[config.mk]
export PLATFORM = sky130hd
export DESIGN_NAME = axil_regfile_bridge
export DESIGN_NICKNAME = d
export VERILOG_FILES = /design/src/rtl/axil_pkg.sv /design/src/rtl/axil_regfile_bridge.sv
export SDC_FILE = /design/constraint.sdc
export NUM_CORES = 1
export LEC_CHECK = 0
export ABC_AREA = 1
export BUFFER_PORTS_ARGS = -buffer_cell sky130_fd_sc_hd__buf_2
export CORE_MARGIN = 2
export CORE_UTILIZATION = 35
export CTS_CLUSTER_SIZE = 8
export DETAILED_ROUTE_END_ITERATION = 8
export SYNTH_ARGS = -nofsm -noshare
export SYNTH_HDL_FRONTEND = slang
export SYNTH_SLANG_ARGS = --single-unit
[constraint.sdc]
create_clock -name ACLK -period 1.63 [get_ports ACLK]
set_input_delay 0.326 -clock ACLK [delete_from_list [all_inputs] [get_ports ACLK]]
set_output_delay 0.326 -clock ACLK [all_outputs]
set_load 0.005 [all_outputs]
[src/rtl/axil_pkg.sv]
// Shared types and helpers for the AXI4-Lite to register-file bridge.
package axil_pkg;

  typedef enum logic [2:0] {
    IDLE    = 3'd0,
    WR_EXEC = 3'd1,
    WR_RESP = 3'd2,
    RD_REQ  = 3'd3,
    RD_CAP  = 3'd4,
    RD_RESP = 3'd5
  } state_t;

  localparam logic [1:0] RESP_OKAY   = 2'b00;
  localparam logic [1:0] RESP_SLVERR = 2'b10;

  // Byte address to 32-bit register word index.
  function automatic logic [31:0] addr_to_index(input logic [63:0] byte_addr);
    return 32'(byte_addr >> 2);
  endfunction

endpackage

[src/rtl/axil_regfile_bridge.sv]
// AXI4-Lite slave that turns single AW/W or AR transactions into one-cycle regfile accesses.
// Define AXIL_SLVERR_EN to answer out-of-range word indices with SLVERR instead of forwarding them.
module axil_regfile_bridge
  import axil_pkg::*;
#(
  parameter int ADDR_W   = 32,
  parameter int DATA_W   = 32,
  parameter int NUM_REGS = 3
) (
  input  logic              ACLK,
  input  logic              ARSTn,
  input  logic [ADDR_W-1:0] AWADDR,
  input  logic              AWVALID,
  output logic              AWREADY,
  input  logic [DATA_W-1:0] WDATA,
  input  logic              WVALID,
  output logic              WREADY,
  output logic [1:0]        BRESP,
  output logic              BVALID,
  input  logic              BREADY,
  input  logic [ADDR_W-1:0] ARADDR,
  input  logic              ARVALID,
  output logic              ARREADY,
  output logic [DATA_W-1:0] RDATA,
  output logic [1:0]        RRESP,
  output logic              RVALID,
  input  logic              RREADY,
  output logic [31:0]       reg_addr,
  output logic [DATA_W-1:0] reg_wdata,
  output logic              reg_rw,
  input  logic [DATA_W-1:0] reg_rdata
);

  state_t            state;
  logic              aw_held;
  logic              w_held;
  logic [ADDR_W-1:0] awaddr_q;
  logic [DATA_W-1:0] wdata_q;
  logic              rd_err;

  logic              aw_hs;
  logic              w_hs;
  logic              ar_hs;
  logic              wr_go;
  logic              wr_err;
  logic              ar_err;
  logic [ADDR_W-1:0] wr_addr;
  logic [DATA_W-1:0] wr_data;

  // READY is gated by ARSTn so every READY reads 0 while reset is held.
  always_comb begin
    AWREADY = ARSTn && (state == IDLE) && !aw_held;
    WREADY  = ARSTn && (state == IDLE) && !w_held;
    ARREADY = ARSTn && (state == IDLE) && !aw_held && !w_held && !AWVALID && !WVALID;
  end

  assign aw_hs   = AWVALID && AWREADY;
  assign w_hs    = WVALID && WREADY;
  assign ar_hs   = ARVALID && ARREADY;
  assign wr_go   = (aw_held || aw_hs) && (w_held || w_hs);
  assign wr_addr = aw_hs ? AWADDR : awaddr_q;
  assign wr_data = w_hs ? WDATA : wdata_q;

`ifdef AXIL_SLVERR_EN
  function automatic logic out_of_range(input logic [ADDR_W-1:0] byte_addr);
    return (byte_addr >> 2) >= ADDR_W'(NUM_REGS);
  endfunction

  assign wr_err = out_of_range(wr_addr);
  assign ar_err = out_of_range(ARADDR);
`else
  assign wr_err = 1'b0;
  assign ar_err = 1'b0;
`endif

  always_ff @(posedge ACLK or negedge ARSTn) begin
    if (!ARSTn) begin
      state     <= IDLE;
      aw_held   <= 1'b0;
      w_held    <= 1'b0;
      awaddr_q  <= '0;
      wdata_q   <= '0;
      rd_err    <= 1'b0;
      reg_rw    <= 1'b0;
      reg_addr  <= '0;
      reg_wdata <= '0;
      BVALID    <= 1'b0;
      BRESP     <= RESP_OKAY;
      RVALID    <= 1'b0;
      RRESP     <= RESP_OKAY;
      RDATA     <= '0;
    end else begin
      case (state)
        IDLE: begin
          if (aw_hs) begin
            aw_held  <= 1'b1;
            awaddr_q <= AWADDR;
          end
          if (w_hs) begin
            w_held  <= 1'b1;
            wdata_q <= WDATA;
          end
          // Write wins: ARREADY is already low whenever a write is in flight.
          if (wr_go) begin
            state     <= WR_EXEC;
            reg_addr  <= addr_to_index(64'(wr_addr));
            reg_wdata <= wr_data;
            reg_rw    <= !wr_err;
            BRESP     <= wr_err ? RESP_SLVERR : RESP_OKAY;
          end else if (ar_hs) begin
            state    <= RD_REQ;
            reg_addr <= addr_to_index(64'(ARADDR));
            rd_err   <= ar_err;
          end
        end
        WR_EXEC: begin
          reg_rw  <= 1'b0;
          aw_held <= 1'b0;
          w_held  <= 1'b0;
          BVALID  <= 1'b1;
          state   <= WR_RESP;
        end
        WR_RESP: begin
          if (BREADY) begin
            BVALID <= 1'b0;
            state  <= IDLE;
          end
        end
        RD_REQ: state <= RD_CAP;
        RD_CAP: begin
          RDATA  <= rd_err ? '0 : reg_rdata;
          RRESP  <= rd_err ? RESP_SLVERR : RESP_OKAY;
          RVALID <= 1'b1;
          state  <= RD_RESP;
        end
        RD_RESP: begin
          if (RREADY) begin
            RVALID <= 1'b0;
            state  <= IDLE;
          end
        end
        default: state <= IDLE;
      endcase
    end
  end

endmodule
==> results.json, run 1 <==
{
  "outcome": "finished, violations left",
  "violations": "setup timing",
  "gp_congestion": 0.7724,
  "rsz0062_at_grt": "yes",
  "final-seq-area_um2": 4104,
  "vias": 5817,
  "ios": 241,
  "cpPeakStageDelay_ps": 410,
  "clk_pin_slew_worst_paths_ps": 70,
  "ys_seq_area_frac": 0.6027,
  "grt_antenna_before_repair": 1,
  "crit_fanout": 2,
  "cts_buffer_depth": 2,
  "finClkSkew_ps": 9.088,
  "synthesis.area_um2": 6809,
  "crit_chain": "nor2_4 > buf_6 > nand4_4 > buf_8 > nor4_4 > buf_2",
  "layout_setup_ws_ps": -293.5,
  "avgSynthCellArea_um2": 8.971,
  "routed-wl-met2_um": 8779,
  "start_kind": "register",
  "dpl_cell_area_um2": 8464,
  "cts_root_buffer": "clkbuf_16",
  "grt_pass1_vias": 5704,
  "clk-insertion-delay-late_ps": 420,
  "dr.pass1.iters": 4,
  "synthDistinctLibCells": 24,
  "setup_viol": 77,
  "cp_data_required_time_ps": 1300,
  "dieHeight_um": 143.5,
  "synth-adder-area-share": 0,
  "fin_crit_ps": 1924,
  "drt_iter0_drc": 278,
  "critPathCaptureType": "output pin",
  "yosys.area_share.simple": 0.2664,
  "fillCellCount": 1890,
  "crit_slowest_cell": "dfrtp_1",
  "core.rowCount": 51,
  "core_um2": 19270,
  "arrival_ps": 1600,
  "slew_violations": 0,
  "worst_slew_pin_slew_ps": 731.8,
  "ys_ff_latch": 164,
  "critPathKind": "register to output pin",
  "slew_headroom": 0.5121,
  "cts.sinks": 164,
  "top_layer": "met4",
  "syn_to_final_growth_pct": 37.87,
  "portBuffers": 230,
  "drive_gt1_frac": 0.3615,
  "yosysWarnings": 0,
  "finalHoldViolCount": 0,
  "cts_tree": "done",
  "drc": 0,
  "grt_max_degree": 137,
  "die_width_um": 143.5,
  "via_per_inst": 4.444,
  "ant_nets": 0,
  "post_drt_wl_per_cell_um": 14.23,
  "grt_pass1_wl_um": 28410,
  "max_freq_mhz": 519.9,
  "synthMuxAreaShare": 0.05292,
  "die_area_um2": 20590,
  "multi_input_area_um2": 2505,
  "synth_top_family_by_area": "simple AND/OR/NAND/NOR gates",
  "grt_util_all_layers": 0.1773,
  "cap_violations": 0,
  "hp-class": "input port to async pin",
  "initial_core_util": 0.3533,
  "grt.overflow.total": 0,
  "h-tree-depth": 4,
  "route.met3.wl_um": 1326,
  "wl_met1_um": 8243,
  "pre_cts_ws_ps": -87.67,
  "p_leak_nw": 5.244,
  "period_share": 1.180,
  "synth-compound-area-share": 0.02922,
  "wirelength_um": 18630,
  "synthXorXnorAreaFrac": 0,
  "synth_cells": 759,
  "ir_drop_uv": 811.6,
  "cts_made_buffers": 17,
  "p_per_area_nw_per_um2": 1827,
  "dp_hpwl_um": 12070,
  "final_area_um2": 9388,
  "nNetsFinal": 1165
}
## timing repair
item	in CTS	in global routing
gates cloned	0	5
hold buffers	1	0
setup endpoints to repair	65	158
pin swaps	2	8
resized for setup	10	40
endpoints found under the hold margin	28	0
buffers inserted	4	10
## cells in the mapped netlist
| library cell | number | area, um2 |
|---|---|---|
| inv_1 | 13 | 48.80 |
| mux2_2 | 32 | 360.4 |
| a21oi_4 | 1 | 16.27 |
| clkbuf_1 | 9 | 33.78 |
| buf_2 | 13 | 65.06 |
| nand3_2 | 1 | 10.01 |
| nand4_2 | 1 | 12.51 |
| o21bai_2 | 2 | 22.52 |
| clkinv_1 | 1 | 3.750 |
| nand2_1 | 448 | 1682 |
| inv_2 | 2 | 7.510 |
| buf_6 | 6 | 67.56 |
| nor4_1 | 1 | 6.260 |
| buf_4 | 13 | 97.59 |
| nand3_1 | 8 | 40.04 |
| nor2_4 | 2 | 22.52 |
| nand2_4 | 1 | 11.26 |
| conb_1 | 1 | 3.750 |
| nor2_2 | 1 | 6.260 |
| nor3_1 | 1 | 5.000 |
| dfrtp_1 | 164 | 4104 |
| nor2_1 | 5 | 18.77 |
| o21ai_0 | 32 | 160.2 |
| buf_1 | 1 | 3.750 |
## placed cells by master, fill, tap and decap left out, drive strengths merged, types with 2 or more instances in the layout
| cell | count |
|---|---|
| dfrtp | 164 |
| clkinv | 5 |
| inv | 20 |
| nand2 | 450 |
| o21ai | 32 |
| nor2 | 8 |
| mux2 | 32 |
| clkbuf | 23 |
| nand3 | 9 |
| buf | 285 |
| conb | 6 |
| o21bai | 2 |
## power by group
part	switching [W]	internal, W	leakage [nW]
clock	0.00175	0.00223	0.281
combinational	0.00340	0.00312	2.92
sequential	0.000760	0.00589	2.04
## cell families after synthesis
family	Yosys count
and+or+nand+nor	469
DFF	164
buffers and inverters	58
AOI/OAI and AO/OA	35
muxes	32
other	1
## flip-flops by register name (all words and copies together), names as in the netlist
| name | count |
|---|---|
| reg_rw | 1 |
| RDATA | 32 |
| BVALID | 1 |
| w_held | 1 |
| reg_wdata | 32 |
| reg_addr | 30 |
| RVALID | 1 |
| awaddr_q | 30 |
| state | 3 |
| aw_held | 1 |
| wdata_q | 32 |
## final cells by class
cell class / instances / area share
clock inverters: 11 / 0.01226
diodes: 1 / 0.0002666
clock buffers: 21 / 0.04905
well taps: 265 / 0.03532
flip-flops and latches: 164 / 0.4372
repair buffers: 288 / 0.1922
multi-input cells: 543 / 0.2668
inverters: 16 / 0.006931
## critical path, delay by kind of cell, from the launching register on
kind | cells | cell delay, ps
buffers and inverters | 3 | 430
DFF | 1 | 410
and+or+nand+nor | 3 | 350
## metrics by stage
step	instances	total power [W]	hold WS (ps)	util	TNS, ps
after detailed placement	1257	0.01263	402.3	0.4392	-2843
after CTS	1294	0.01681	100.8	0.4725	-14280
final	1309	0.01715	76.27	0.4871	-9069
after global routing	1309	0.01848	107.0	0.4871	-19330
after floorplan	764	0.009931	30.41	-	0
after global placement	1257	0.01245	398.8	0.4392	-2109
## worst paths after layout
kind	from	end	slack, ps	cells after the start
setup reg to reg	state[1]$_DFFE_PN0P_	reg_addr[26]$_DFFE_PN0P_	-170	13
hold / removal	ARSTn	reg_wdata[8]$_DFFE_PN0P_	80	2
hold reg to reg	reg_wdata[4]$_DFFE_PN0P_	reg_wdata[4]$_DFFE_PN0P_	460	2
min in group ACLK	WDATA[23]	wdata_q[23]$_DFFE_PN0P_	120	3
max in group asynchronous	ARSTn	RDATA[12]$_DFFE_PN0P_	810	3
setup / recovery	state[1]$_DFFE_PN0P_	ARREADY	-290	6
## routing by layer
metal	vias up	track usage
met5	-	0
met4	0	0.05934
met3	20	0.05831
met2	178	0.2875
met1	2737	0.2239
li1	2882	-
Note: power is estimated with default switching activity, not from simulation.
==> inputs of run 2 (changes only) <==
--- a/config.mk
+++ b/config.mk
@@ -7,9 +7,9 @@
 export LEC_CHECK = 0
 export ABC_AREA = 1
 export BUFFER_PORTS_ARGS = -buffer_cell sky130_fd_sc_hd__buf_2
-export CORE_MARGIN = 2
+export CORE_MARGIN = 1.5
 export CORE_UTILIZATION = 35
-export CTS_CLUSTER_SIZE = 8
+export CTS_CLUSTER_SIZE = 24
 export DETAILED_ROUTE_END_ITERATION = 8
 export SYNTH_ARGS = -nofsm -noshare
 export SYNTH_HDL_FRONTEND = slang
==> constraint.sdc (replaced) <==
create_clock -name ACLK -period 1.63 [get_ports ACLK]
set_input_delay 0.326 -clock ACLK [delete_from_list [all_inputs] [get_ports ACLK]]
set_output_delay 0.326 -clock ACLK [all_outputs]
set_load 0.1 [all_outputs]
==> run 2 against run 1 <==
  * The run ends with hold timing, setup timing left
  * First-iteration DRC count down 5.0%
  * Die area down 1.4%
  * Worst setup slack worse by 10 ps
  * Non-clock buffer count down 5
  * Via count down 0.36%
  * Critical endpoint is now WREADY
  * Highest routed layer unchanged
==> results.json, run 2 (synthesized netlist as in run 1, its figures left out) <==
{
  "outcome": "finished, violations left",
  "violations": "hold timing, setup timing",
  "slew_headroom": 0.6382,
  "cts_tree": "done",
  "cts.sinks": 164,
  "core_um2": 18890,
  "fillCellCount": 1876,
  "grt_util_all_layers": 0.1839,
  "critPathKind": "register to output pin",
  "rsz0062_at_grt": "yes",
  "arrival_ps": 1610,
  "dieHeight_um": 142.5,
  "wirelength_um": 18690,
  "post_drt_wl_per_cell_um": 14.40,
  "finalHoldViolCount": 41,
  "h-tree-depth": 4,
  "final_common_cell": "nand2_1",
  "place_inst": 1244,
  "via_per_inst": 4.465,
  "drive_gt1_frac": 0.3539,
  "clk_pin_slew_worst_paths_ps": 60,
  "dr.pass1.iters": 6,
  "cap_violations": 0,
  "worst_slew_pin_slew_ps": 542.6,
  "slew_violations": 0,
  "cts_buffer_depth": 2,
  "grt_pass1_wl_um": 28880,
  "ios": 241,
  "period_share": 1.186,
  "nNetsFinal": 1159,
  "initial_core_util": 0.3604,
  "grt_pass1_vias": 5698,
  "setup_viol": 68,
  "fin_crit_ps": 1933,
  "layout_setup_ws_ps": -303.5,
  "max_freq_mhz": 517.2,
  "final-seq-area_um2": 4104,
  "hp-class": "input port to async pin",
  "drt_iter0_drc": 264,
  "gp_congestion": 0.7580,
  "drc": 0,
  "start_kind": "register",
  "multi_input_area_um2": 2476,
  "whs_ps": -49.40,
  "critPathCaptureType": "output pin",
  "ant_nets": 0,
  "finClkSkew_ps": 9.307,
  "vias": 5796,
  "cts_made_buffers": 17,
  "syn_to_final_growth_pct": 39.60,
  "final_cell_mix": "nand2_1, buf_2, dfrtp_1",
  "crit_fanout": 3,
  "die_area_um2": 20300,
  "dpl_cell_area_um2": 8538,
  "grt_max_degree": 96,
  "portBuffers": 230,
  "die_width_um": 142.5,
  "core.rowCount": 50,
  "grt.overflow.total": 0,
  "clk-insertion-delay-late_ps": 430,
  "fin_cells": 1298,
  "cp_data_required_time_ps": 1300,
  "cts_root_buffer": "clkbuf_16",
  "dp_hpwl_um": 11970,
  "grt_antenna_before_repair": 1,
  "reg.largest.list": "RDATA (32), reg_wdata (32), wdata_q (32)",
  "final_area_um2": 9505
}
## run 2: stage by stage
step	worst slack, ps	TNS, ps	hold WS (ps)	utilization
2_1_floorplan	-600.4	-21540	30.41	-
3_3_place_gp	-8.384	-8.384	436.2	0.4519
3_5_place_dp	-39.14	-681.4	433.4	0.4519
4_1_cts	-331.1	-12660	5.021	0.4963
5_1_grt	-373.2	-15690	4.532	0.5030
6_report	-303.5	-9077	-49.40	0.5031
## run 2: metal layers
metal / track usage / wire [um]
met1: 0.2463 / 8540
met2: 0.2892 / 8647
met3: 0.04643 / 1192
met4: 0.06565 / 312
met5: 0 / 0
## run 2: worst max-delay path, cell delays in order, from the launching register on
cell and delay [ps]:
dfrtp_1 410, nor2_4 170, nand3_2 90, buf_4 150, nor2_4 100, buf_6 110, buf_12 160
## run 2: timing repair
action,in CTS,in global routing
hold endpoints to repair,67,0
setup buffers,10,3
setup endpoints to repair,61,69
pin swaps,7,4
cloned,4,4
resized for setup,11,6
hold buffers,1,0
## run 2: layout make-up
| class | count | area share |
|---|---|---|
| diodes | 1 | 0.0002633 |
| clock buffers | 18 | 0.04515 |
| clock inverters | 14 | 0.01724 |
| inverters | 16 | 0.007240 |
| multi-input cells | 542 | 0.2605 |
| flip-flops and latches | 164 | 0.4317 |
| well taps | 260 | 0.03422 |
| repair buffers | 283 | 0.2036 |
## run 2: final timing paths
| check | to | slack (ps) | startpoint | cells past startpoint |
|---|---|---|---|---|
| worst max-delay path | WREADY | -300 | state[1]$_DFFE_PN0P_ | 6 |
| max in group asynchronous | reg_wdata[2]$_DFFE_PN0P_ | 730 | ARSTn | 3 |
| worst max register to register | reg_addr[20]$_DFFE_PN0P_ | -180 | state[1]$_DFFE_PN0P_ | 10 |
| min in group ACLK | wdata_q[18]$_DFFE_PN0P_ | 110 | WDATA[18] | 3 |
| worst min register to register | reg_wdata[16]$_DFFE_PN0P_ | 470 | reg_wdata[16]$_DFFE_PN0P_ | 2 |
| worst min-delay path | awaddr_q[27]$_DFFE_PN0P_ | -50 | ARSTn | 2 |
Power of run 2 is left out: the tool's default activity adds up to more than one toggle a clock period on the data nets, which glitch-free logic cannot reach.
